**config.mk**
```make
export PLATFORM = sky130hd
export DESIGN_NAME = instr_fetch
export DESIGN_NICKNAME = d
export VERILOG_FILES = /design/src/rtl/simple_processor_pkg.sv /design/src/rtl/fetch_buf.sv /design/src/rtl/instr_fetch.sv
export SDC_FILE = /design/constraint.sdc
export NUM_CORES = 1
export LEC_CHECK = 0
export CORE_ASPECT_RATIO = 1.75
export CORE_MARGIN = 1
export CORE_UTILIZATION = 35
export DETAILED_ROUTE_END_ITERATION = 10
export MAX_ROUTING_LAYER = met4
export PLACE_DENSITY_LB_ADDON = 0.1
export RECOVER_POWER = 100
export SLEW_MARGIN = 25
export SYNTH_ARGS = -nofsm -noshare
export SYNTH_HDL_FRONTEND = slang
export SYNTH_HIERARCHICAL = 1
export SYNTH_SLANG_ARGS = --single-unit
```
**constraint.sdc**
```tcl
create_clock -name clk_i -period 2.7 [get_ports clk_i]
set_input_delay 0.54 -clock clk_i [delete_from_list [all_inputs] [get_ports clk_i]]
set_output_delay 0.54 -clock clk_i [all_outputs]
set_load 0.05 [all_outputs]
```
**src/rtl/simple_processor_pkg.sv**
```systemverilog
// Shared types and widths for the simple processor pipeline.
package simple_processor_pkg;

  localparam int ADDR_WIDTH  = 16;
  localparam int DATA_WIDTH  = 32;
  localparam int INSTR_WIDTH = 16;

  // Fetch stage control states.
  typedef enum logic [1:0] {
    RESET,
    FETCH,
    DRAIN
  } fetch_state_t;

  // One fetched instruction together with the address it came from.
  typedef struct packed {
    logic [ADDR_WIDTH-1:0]  pc;
    logic [INSTR_WIDTH-1:0] instr;
  } fetch_entry_t;

  // Instructions are 16-bit aligned, so bit 0 of any fetch address is zero.
  function automatic logic [ADDR_WIDTH-1:0] even_addr(input logic [ADDR_WIDTH-1:0] addr);
    return {addr[ADDR_WIDTH-1:1], 1'b0};
  endfunction

endpackage

```
**src/rtl/fetch_buf.sv**
```systemverilog
// Two-entry FIFO holding fetched instructions for the decoder.
// Flush wins over push and pop issued in the same cycle.
module fetch_buf
  import simple_processor_pkg::*;
(
  input  logic         clk_i,
  input  logic         arst_ni,
  input  logic         push_i,
  input  fetch_entry_t entry_i,
  input  logic         pop_i,
  input  logic         flush_i,
  output fetch_entry_t head_o,
  output logic         valid_o,
  output logic [1:0]   count_o
);

  fetch_entry_t mem_q [2];
  logic         rd_ptr_q;
  logic         wr_ptr_q;
  logic [1:0]   count_q;

  // Storage and pointers; the entries are cleared on reset so the head reads zero.
  always_ff @(posedge clk_i or negedge arst_ni) begin
    if (!arst_ni) begin
      // NOTE: the storage is reset as well because the head drives outputs whose reset value is defined.
      for (int i = 0; i < 2; i++) begin
        mem_q[i] <= '0;
      end
      rd_ptr_q <= 1'b0;
      wr_ptr_q <= 1'b0;
      count_q  <= 2'd0;
    end else if (flush_i) begin
      rd_ptr_q <= 1'b0;
      wr_ptr_q <= 1'b0;
      count_q  <= 2'd0;
    end else begin
      if (push_i) begin
        mem_q[wr_ptr_q] <= entry_i;
        wr_ptr_q        <= ~wr_ptr_q;
      end
      if (pop_i) begin
        rd_ptr_q <= ~rd_ptr_q;
      end
      count_q <= count_q + {1'b0, push_i} - {1'b0, pop_i};
    end
  end

  assign head_o  = mem_q[rd_ptr_q];
  assign valid_o = (count_q != 2'd0);
  assign count_o = count_q;

endmodule

```
**src/rtl/instr_fetch.sv**
```systemverilog
// Instruction fetch stage: owns the PC, runs the instruction-memory
// request/ack handshake and feeds the decoder from a 2-entry buffer.
// The buffer entry type follows the package widths, so ADDR_WIDTH is
// expected to stay at its package default.
module instr_fetch #(
  parameter int ADDR_WIDTH = simple_processor_pkg::ADDR_WIDTH,
  parameter int DATA_WIDTH = simple_processor_pkg::DATA_WIDTH
) (
  input  logic                                   clk_i,
  input  logic                                   arst_ni,
  input  logic [ADDR_WIDTH-1:0]                  boot_addr_i,
  output logic                                   imem_req_o,
  output logic [ADDR_WIDTH-1:0]                  imem_addr_o,
  input  logic [DATA_WIDTH-1:0]                  imem_rdata_i,
  input  logic                                   imem_ack_i,
  input  logic                                   redirect_i,
  input  logic [ADDR_WIDTH-1:0]                  redirect_addr_i,
  output logic                                   instr_valid_o,
  output logic [simple_processor_pkg::INSTR_WIDTH-1:0] instr_o,
  output logic [ADDR_WIDTH-1:0]                  instr_pc_o,
  input  logic                                   instr_ready_i
);

  import simple_processor_pkg::*;

  fetch_state_t          state_q;
  logic [ADDR_WIDTH-1:0] pc_q;
  logic [ADDR_WIDTH-1:0] addr_q;
  logic                  req_q;   // doubles as the outstanding-request flag

  logic                  acked;
  logic                  push;
  logic                  pop;
  logic                  flush;
  logic                  can_issue;
  logic [1:0]            count;
  logic [1:0]            count_next;
  logic [ADDR_WIDTH-1:0] pc_inc;
  logic [ADDR_WIDTH-1:0] redirect_target;
  logic                  buf_valid;
  fetch_entry_t          push_entry;
  fetch_entry_t          head;

  // Only the low INSTR_WIDTH bits of the read data carry the instruction.
  generate
    if (DATA_WIDTH > INSTR_WIDTH) begin : g_unused_rdata
      logic unused_rdata;
      assign unused_rdata = ^imem_rdata_i[DATA_WIDTH-1:INSTR_WIDTH];
    end
  endgenerate

  // An ack only counts while our request is actually raised.
  assign acked           = req_q && imem_ack_i;
  assign push            = (state_q == FETCH) && acked && !redirect_i;
  assign pop             = buf_valid && instr_ready_i && !redirect_i;
  assign flush           = redirect_i;
  assign count_next      = flush ? 2'd0 : count + {1'b0, push} - {1'b0, pop};
  assign can_issue       = (count_next < 2'd2);
  assign pc_inc          = pc_q + ADDR_WIDTH'(2);
  assign redirect_target = even_addr(redirect_addr_i);

  assign push_entry.pc    = addr_q;
  assign push_entry.instr = imem_rdata_i[INSTR_WIDTH-1:0];

  fetch_buf u_fetch_buf (
    .clk_i   (clk_i),
    .arst_ni (arst_ni),
    .push_i  (push),
    .entry_i (push_entry),
    .pop_i   (pop),
    .flush_i (flush),
    .head_o  (head),
    .valid_o (buf_valid),
    .count_o (count)
  );

  // Fetch control: PC, state and the held request. The next request is
  // decided a cycle ahead so req/addr leave the block straight from flops.
  always_ff @(posedge clk_i or negedge arst_ni) begin
    if (!arst_ni) begin
      // NOTE: state uses non-blocking assignments so every branch sees the pre-edge values.
      state_q <= RESET;
      pc_q    <= '0;
      addr_q  <= '0;
      req_q   <= 1'b0;
    end else begin
      case (state_q)
        RESET: begin
          state_q <= FETCH;
          pc_q    <= even_addr(boot_addr_i);
          addr_q  <= even_addr(boot_addr_i);
          req_q   <= 1'b1;
        end
        FETCH: begin
          if (redirect_i) begin
            pc_q <= redirect_target;
            if (req_q && !imem_ack_i) begin
              // The pending request must still complete; its data will be dropped.
              state_q <= DRAIN;
            end else begin
              req_q  <= 1'b1;
              addr_q <= redirect_target;
            end
          end else if (req_q && !imem_ack_i) begin
            // Hold request and address until the memory acknowledges.
          end else begin
            if (acked) begin
              pc_q <= pc_inc;
            end
            req_q <= can_issue;
            if (can_issue) begin
              addr_q <= acked ? pc_inc : pc_q;
            end
          end
        end
        DRAIN: begin
          if (redirect_i) begin
            pc_q <= redirect_target;
          end
          if (imem_ack_i) begin
            state_q <= FETCH;
            req_q   <= 1'b1;
            addr_q  <= redirect_i ? redirect_target : pc_q;
          end
        end
        default: begin
          state_q <= RESET;
          req_q   <= 1'b0;
        end
      endcase
    end
  end

  assign imem_req_o    = req_q;
  assign imem_addr_o   = addr_q;
  assign instr_valid_o = buf_valid;
  assign instr_o       = head.instr;
  assign instr_pc_o    = head.pc;

endmodule

```
# ---- Word-level counts from Yosys, hierarchy flattened
# Index checks and enable logic that the tools add are counted.
dict set report totals {
  latch_bits 0
  word_cells 81
  n_memories 0
  in_bits 69
  mem_bits_ro 0
  ff_bits 103
  output_inout_bits 50
  ram_bits 0
}
dict set report op_classes {
  order_cmp 4
  addsub 3
  multipliers 0
  mux 31
  bitwise 5
  n_reduce_logical 19
  n_div 0
  shifts 0
  n_eq_ne 8
}
# cell n
set ops {}
lappend ops {{2-to-1 mux 16 bit} 9}
lappend ops {{2-to-1 mux 32 bit} 4}
lappend ops {{case mux 16 bit (3 select lines)} 2}
lappend ops {{bitwise mux 64 bit} 1}
lappend ops {{demux 32 bit (select 1 bit)} 1}
lappend ops {{adder 16 x 2 -> 16 bit (second input constant)} 1}
lappend ops {{2-to-1 mux 1 bit} 8}
lappend ops {{2-to-1 mux 2 bit} 4}
lappend ops {{logical AND 1 bit} 7}
lappend ops {{inequality test 2 bit (second input constant)} 3}
lappend ops {{inequality test 3 bit (second input constant)} 2}
lappend ops {{case mux 2 bit (3 select lines)} 1}
lappend ops {{AND reduction 2 bit} 3}
lappend ops {{nonzero test 2 bit} 3}
lappend ops {{greater-or-equal comparator 2 bit (second input constant)} 2}
lappend ops {{inverter 1 -> 2 bit} 2}
lappend ops {{AND reduction 4 bit} 1}
lappend ops {{inverter 1 bit} 3}
lappend ops {{case mux 1 bit (3 select lines)} 1}
lappend ops {{AND reduction 3 bit} 1}
lappend ops {{nonzero test 3 bit} 1}
lappend ops {{adder 2 x 1 -> 2 bit} 1}
lappend ops {{== test 2 x 1 -> 1 bit (second input constant)} 1}
lappend ops {{== test 2 bit (second input constant)} 1}
lappend ops {{other kinds (6)} 7}

# ---- Logic depth before layout (Yosys ltp)
dict set report logic_depth {
  ltp_word 11
  ltp_mapped 11
  depth_no_buf 9
}

# ---- Cells and area by module
# The synthesis kept the hierarchy.
# module instances area_per_inst_um2 cells_per_inst seq_area_each_um2
set by_module_without_submodules {}
lappend by_module_without_submodules {fetch_buf 1 3005.4 188 1701.6}
lappend by_module_without_submodules {instr_fetch 1 2358.5 278 875.8}

# ---- Worst setup path after synthesis
# OpenSTA, ideal clock, no wires.
dict set report synth_timing {
  kind {input to register}
  from {input port redirect_i}
  to {register addr_q[11], in the netlist imem_addr_o[11]}
  required_time_ns 2.566
  arrival_ns 2.496
  path_slack_ns 0.070
  n_path_buf 4
  path_stages 10
  setup_time_ns 0.134
  cell_sequence {buf_2 buf_2 buf_2 nor2_1 ha_1 nand4b_1 xnor2_1 o221ai_1 clkbuf_1 o21ai_0}
}
dict set report synth_between {
  elab_cells_between_ends 13
  classes_between {2 x add/sub; 1 x order compare; 1 x eq/ne; 5 x mux; 4 x reduce/logical}
}
# item line_no
set synth_lines {}
lappend synth_lines {{start: declaration} instr_fetch.sv:16} ;# input logic redirect_i,
lappend synth_lines {{zero test 1 bit} instr_fetch.sv:55} ;# assign pop = buf_valid && instr_ready_i && !redirect_i;
lappend synth_lines {{logical AND 1 bit} instr_fetch.sv:55}
lappend synth_lines {{via pop} instr_fetch.sv:33} ;# logic pop;
lappend synth_lines {{subtractor 2 x 1 -> 2 bit} instr_fetch.sv:57} ;# assign count_next = flush ? 2'd0 : count + {1'b0, push} - {1'b0, pop};
lappend synth_lines {{2-to-1 mux 2 bit} instr_fetch.sv:57}
lappend synth_lines {{less-than comparator 2 bit} instr_fetch.sv:58} ;# assign can_issue = (count_next < 2'd2);
lappend synth_lines {{inequality test 3 bit (no line)} -}
lappend synth_lines {{AND reduction 4 bit (no line)} -}
lappend synth_lines {{end signal: assignment} instr_fetch.sv:91} ;# addr_q <= even_addr(boot_addr_i);
lappend synth_lines {{end signal: assignment} instr_fetch.sv:102} ;# addr_q <= redirect_target;
lappend synth_lines {{end signal: assignment} instr_fetch.sv:112} ;# addr_q <= acked ? pc_inc : pc_q;
lappend synth_lines {{end: declaration} instr_fetch.sv:28} ;# logic [ADDR_WIDTH-1:0] addr_q;
# The timed path passes the listed nets, and every way through them passes these cells. The select of a mux whose other input is x is not followed.
# A chain may end at the register's enable or synchronous reset.

# ---- Worst setup path after layout
dict set report layout_timing {
  from {register u_fetch_buf.rd_ptr_q}
  to {output port instr_pc_o[14]}
}
dict set report layout_between {
  elab_chain_len 4
}
# item line_no
set layout_rtl {}
lappend layout_rtl {{start: declaration} fetch_buf.sv:18} ;# logic rd_ptr_q;
lappend layout_rtl {{start signal: assignment} fetch_buf.sv:42} ;# rd_ptr_q <= ~rd_ptr_q;
lappend layout_rtl {{inverter 1 -> 2 bit (implied by the code)} fetch_buf.sv:48} ;# assign head_o = mem_q[rd_ptr_q];
lappend layout_rtl {{2-to-1 mux 32 bit (implied by the code) (3 in series)} fetch_buf.sv:48}
lappend layout_rtl {{end: declaration} instr_fetch.sv:20} ;# output logic [ADDR_WIDTH-1:0] instr_pc_o,
# No other way between the ends. The select of a mux whose other input is x is not followed.

==> results.cfg <==
[synth]
synthFlopType = dfrtp_1
synth_most_common_cell = dfrtp_1
seq_area_frac_synth_pct = 48.05
synth_area_leaders = dfrtp_1 48%, mux2_2 20%, o21ai_0 2.4%
ys_ff_latch = 103
yosysWarningCount = 6
synth_top_family_by_area = multiplexers
synth_compound_area_share_pct = 10.47
synth-simple-area-share_pct = 11.48
synth_top_area_cell = dfrtp_1
synth-xor-area-share_pct = 1.400
syn-num-nets = 544
synth_mux_area_share_pct = 22.65
netlist_area_mm2 = 0.005364
synthArstFlopShare_pct = 100.0
synth.top_cell.area_share_pct = 48.05
synthCells = 466
synthTopCellsByCount = 103 x dfrtp_1, 97 x mux2_2, 34 x nand2_1
netlist-cell-type-count = 57
synth.avg_cell_area_um2 = 11.51
synth_edf_count = 0
yosys.area_share.adder_pct = 2.099

[floorplanning]
chipHeight_um = 165.8
rows = 59
dieArea_mm2 = 0.01584
core_mm2 = 0.01491
io_pins = 119
die_w_um = 95.58
initial_core_util_pct = 35.97

[timing]
tightest_slew_ns = 1.193
min_period_over_period_pct = 92.50
slew_violations = 0
rsz0062_at_grt = false
fmax_mhz = 400.4
slew_headroom_pct = 20.46
hold_violations = 0
clock_skew_ns = 0.009726
finalSetupTns_ns = 0
period_minus_slack_ns = 2.497
whs_ns = 0.3542
report.final.setup_viol = 0

[global_routing]
grt_pass1_vias = 4235
grt_max_degree = 48
grt_pass1_wl_um = 22110
grt_overflow = 0
antenna_found_initial = 0
track_usage_pct = 18.60

[drt]
via_count = 3953
drc = 0
dr.pass1.iters = 4
ant_nets = 0
viasPerCell = 5.194
wl_per_cell_um = 17.44
drtIter0Drc = 144
drt_wl_total_um = 13270

[cts]
cts_resized = 0
numCtsBuffers = 9
cts_tree = built
cts_root_buf = clkbuf_16
cts.sinks = 103
cts_post_setup_buffers_inserted = 0
clock_path_buffers = 2
path_clk_slew_ns = 0.07
hold_buffers = 0
h-tree-depth = 3
clk_latency_ns = 0.34

[finish]
diodes = 0
syn2layout_area_growth_pct = 34.06
drive_gt1_share_pct = 24.74
layout.nets = 651

[status]
status = finished, final reports clean

[placed_design]
hpwl_um = 9899
io_buffers = 100
gp_congestion = 0.8772

[setup_path]
worstPathRequired_ns = 2.16
path_max_fanout = 28
critPathKind = reg -> out
endpoint_kind = output pin
cp_data_arrival_time_ns = 1.96
startpoint_type = flop

[pwr]
power_density_mw_per_mm2 = 1215
p_leak_nw = 3.206
irDropWorstVdd_mv = 0.5066

[worst_hold_path]
hold_class = in -> async

[run]
maxCapViolations = 0
critical path, stage by stage (launching register included):
cell and delay [ns]:
dfrtp_1 0.50, clkbuf_4 0.49, mux2_1 0.43, buf_12 0.17
logic make-up (layout without fill, tap and decap cells):
logic type / Yosys count / count (layout)
multiplexers: 109 / 109
flip-flops: 103 / 103
AO/OA/AOI/OAI: 89 / 89
adder cells (fa/ha/maj): 9 / 9
buffers and inverters: 37 / 149
XOR/XNOR: 7 / 7
AND/OR/NAND/NOR: 112 / 112
stage by stage:
stage          power (W)  worst slack (ns)  instances  util (%)  cell area [um2]
3_3_place_gp    0.007661           0.06865        745     46.88             6990
5_1_grt         0.009328           0.09725        761     48.22             7191
6_report        0.008740            0.2025        761     48.22             7191
4_1_cts         0.009007            0.3566        761     48.72             7266
3_5_place_dp    0.007761           0.04554        745     46.88             6990
2_1_floorplan   0.005585           0.06991        466         -             5364
registers in the layout (all words and copies together) (netlist names):
name	cells
u_fetch_buf/rd_ptr_q	1
state_q	2
u_fetch_buf/count_o	2
u_fetch_buf/mem_q	64
u_fetch_buf/wr_ptr_q	1
imem_addr_o	16
imem_req_o	1
pc_q	16
placed cells by master (no fill, tap or decap), drive strengths merged, types with 5 or more instances in the layout:
cell type,netlist,routed
a211oi,7,7
a21oi,19,19
a31oi,11,11
buf,15,47
clkbuf,12,20
clkdlybuf4s50,0,48
dfrtp,103,103
dlygate4sd3,0,19
ha,9,9
inv,10,12
mux2,99,99
mux2i,10,10
nand2,35,35
nand3,6,6
nor2,31,31
nor2b,7,7
nor3,6,6
o21ai,28,28
o2bb2ai,5,5
xnor2,5,5
per-layer routing:
metal | GRT usage (%) | up-vias | share of wire, %
met4 | 7.852 | 0 | 3.3
met3 | 2.564 | 20 | 3.8
met2 | 31.40 | 103 | 53
met5 | - | - | 0
met1 | 21.65 | 1924 | 40
li1 | - | 1906 | -
worst paths after layout:
check                                        from  depth (start not counted)  slack (ns)               endpoint
min in group clk_i          u_fetch_buf/mem_q[51]                          1        0.49  u_fetch_buf/mem_q[51]
hold / removal                            arst_ni                          1        0.35  u_fetch_buf/mem_q[10]
setup reg to reg           u_fetch_buf/count_o[0]                          9        0.39        imem_addr_o[12]
setup / recovery             u_fetch_buf/rd_ptr_q                          3        0.20         instr_pc_o[14]
max in group asynchronous                 arst_ni                          2        0.62                pc_q[5]
hold reg to reg             u_fetch_buf/mem_q[51]                          1        0.49  u_fetch_buf/mem_q[51]
cell type report:
cell class,instances,area [um2]
Clock buffer,11,232.7
Clock inverter,5,42.54
Fill cell,1364,7721
Inverter,10,37.54
Multi-Input combinational cell,326,2562
Sequential cell,103,2577
Tap cell,183,229.0
Timing Repair Buffer,123,1509
where the power goes:
part | total [W] | switching [W] | leakage (nW) | internal, W
clock network | 0.00121 | 0.000573 | 0.124 | 0.000636
logic | 0.00497 | 0.00282 | 1.74 | 0.00214
registers | 0.00256 | 0.000467 | 1.34 | 0.00210
total | 0.00874 | 0.00386 | 3.21 | 0.00488
(Power assumes the default switching activity.)
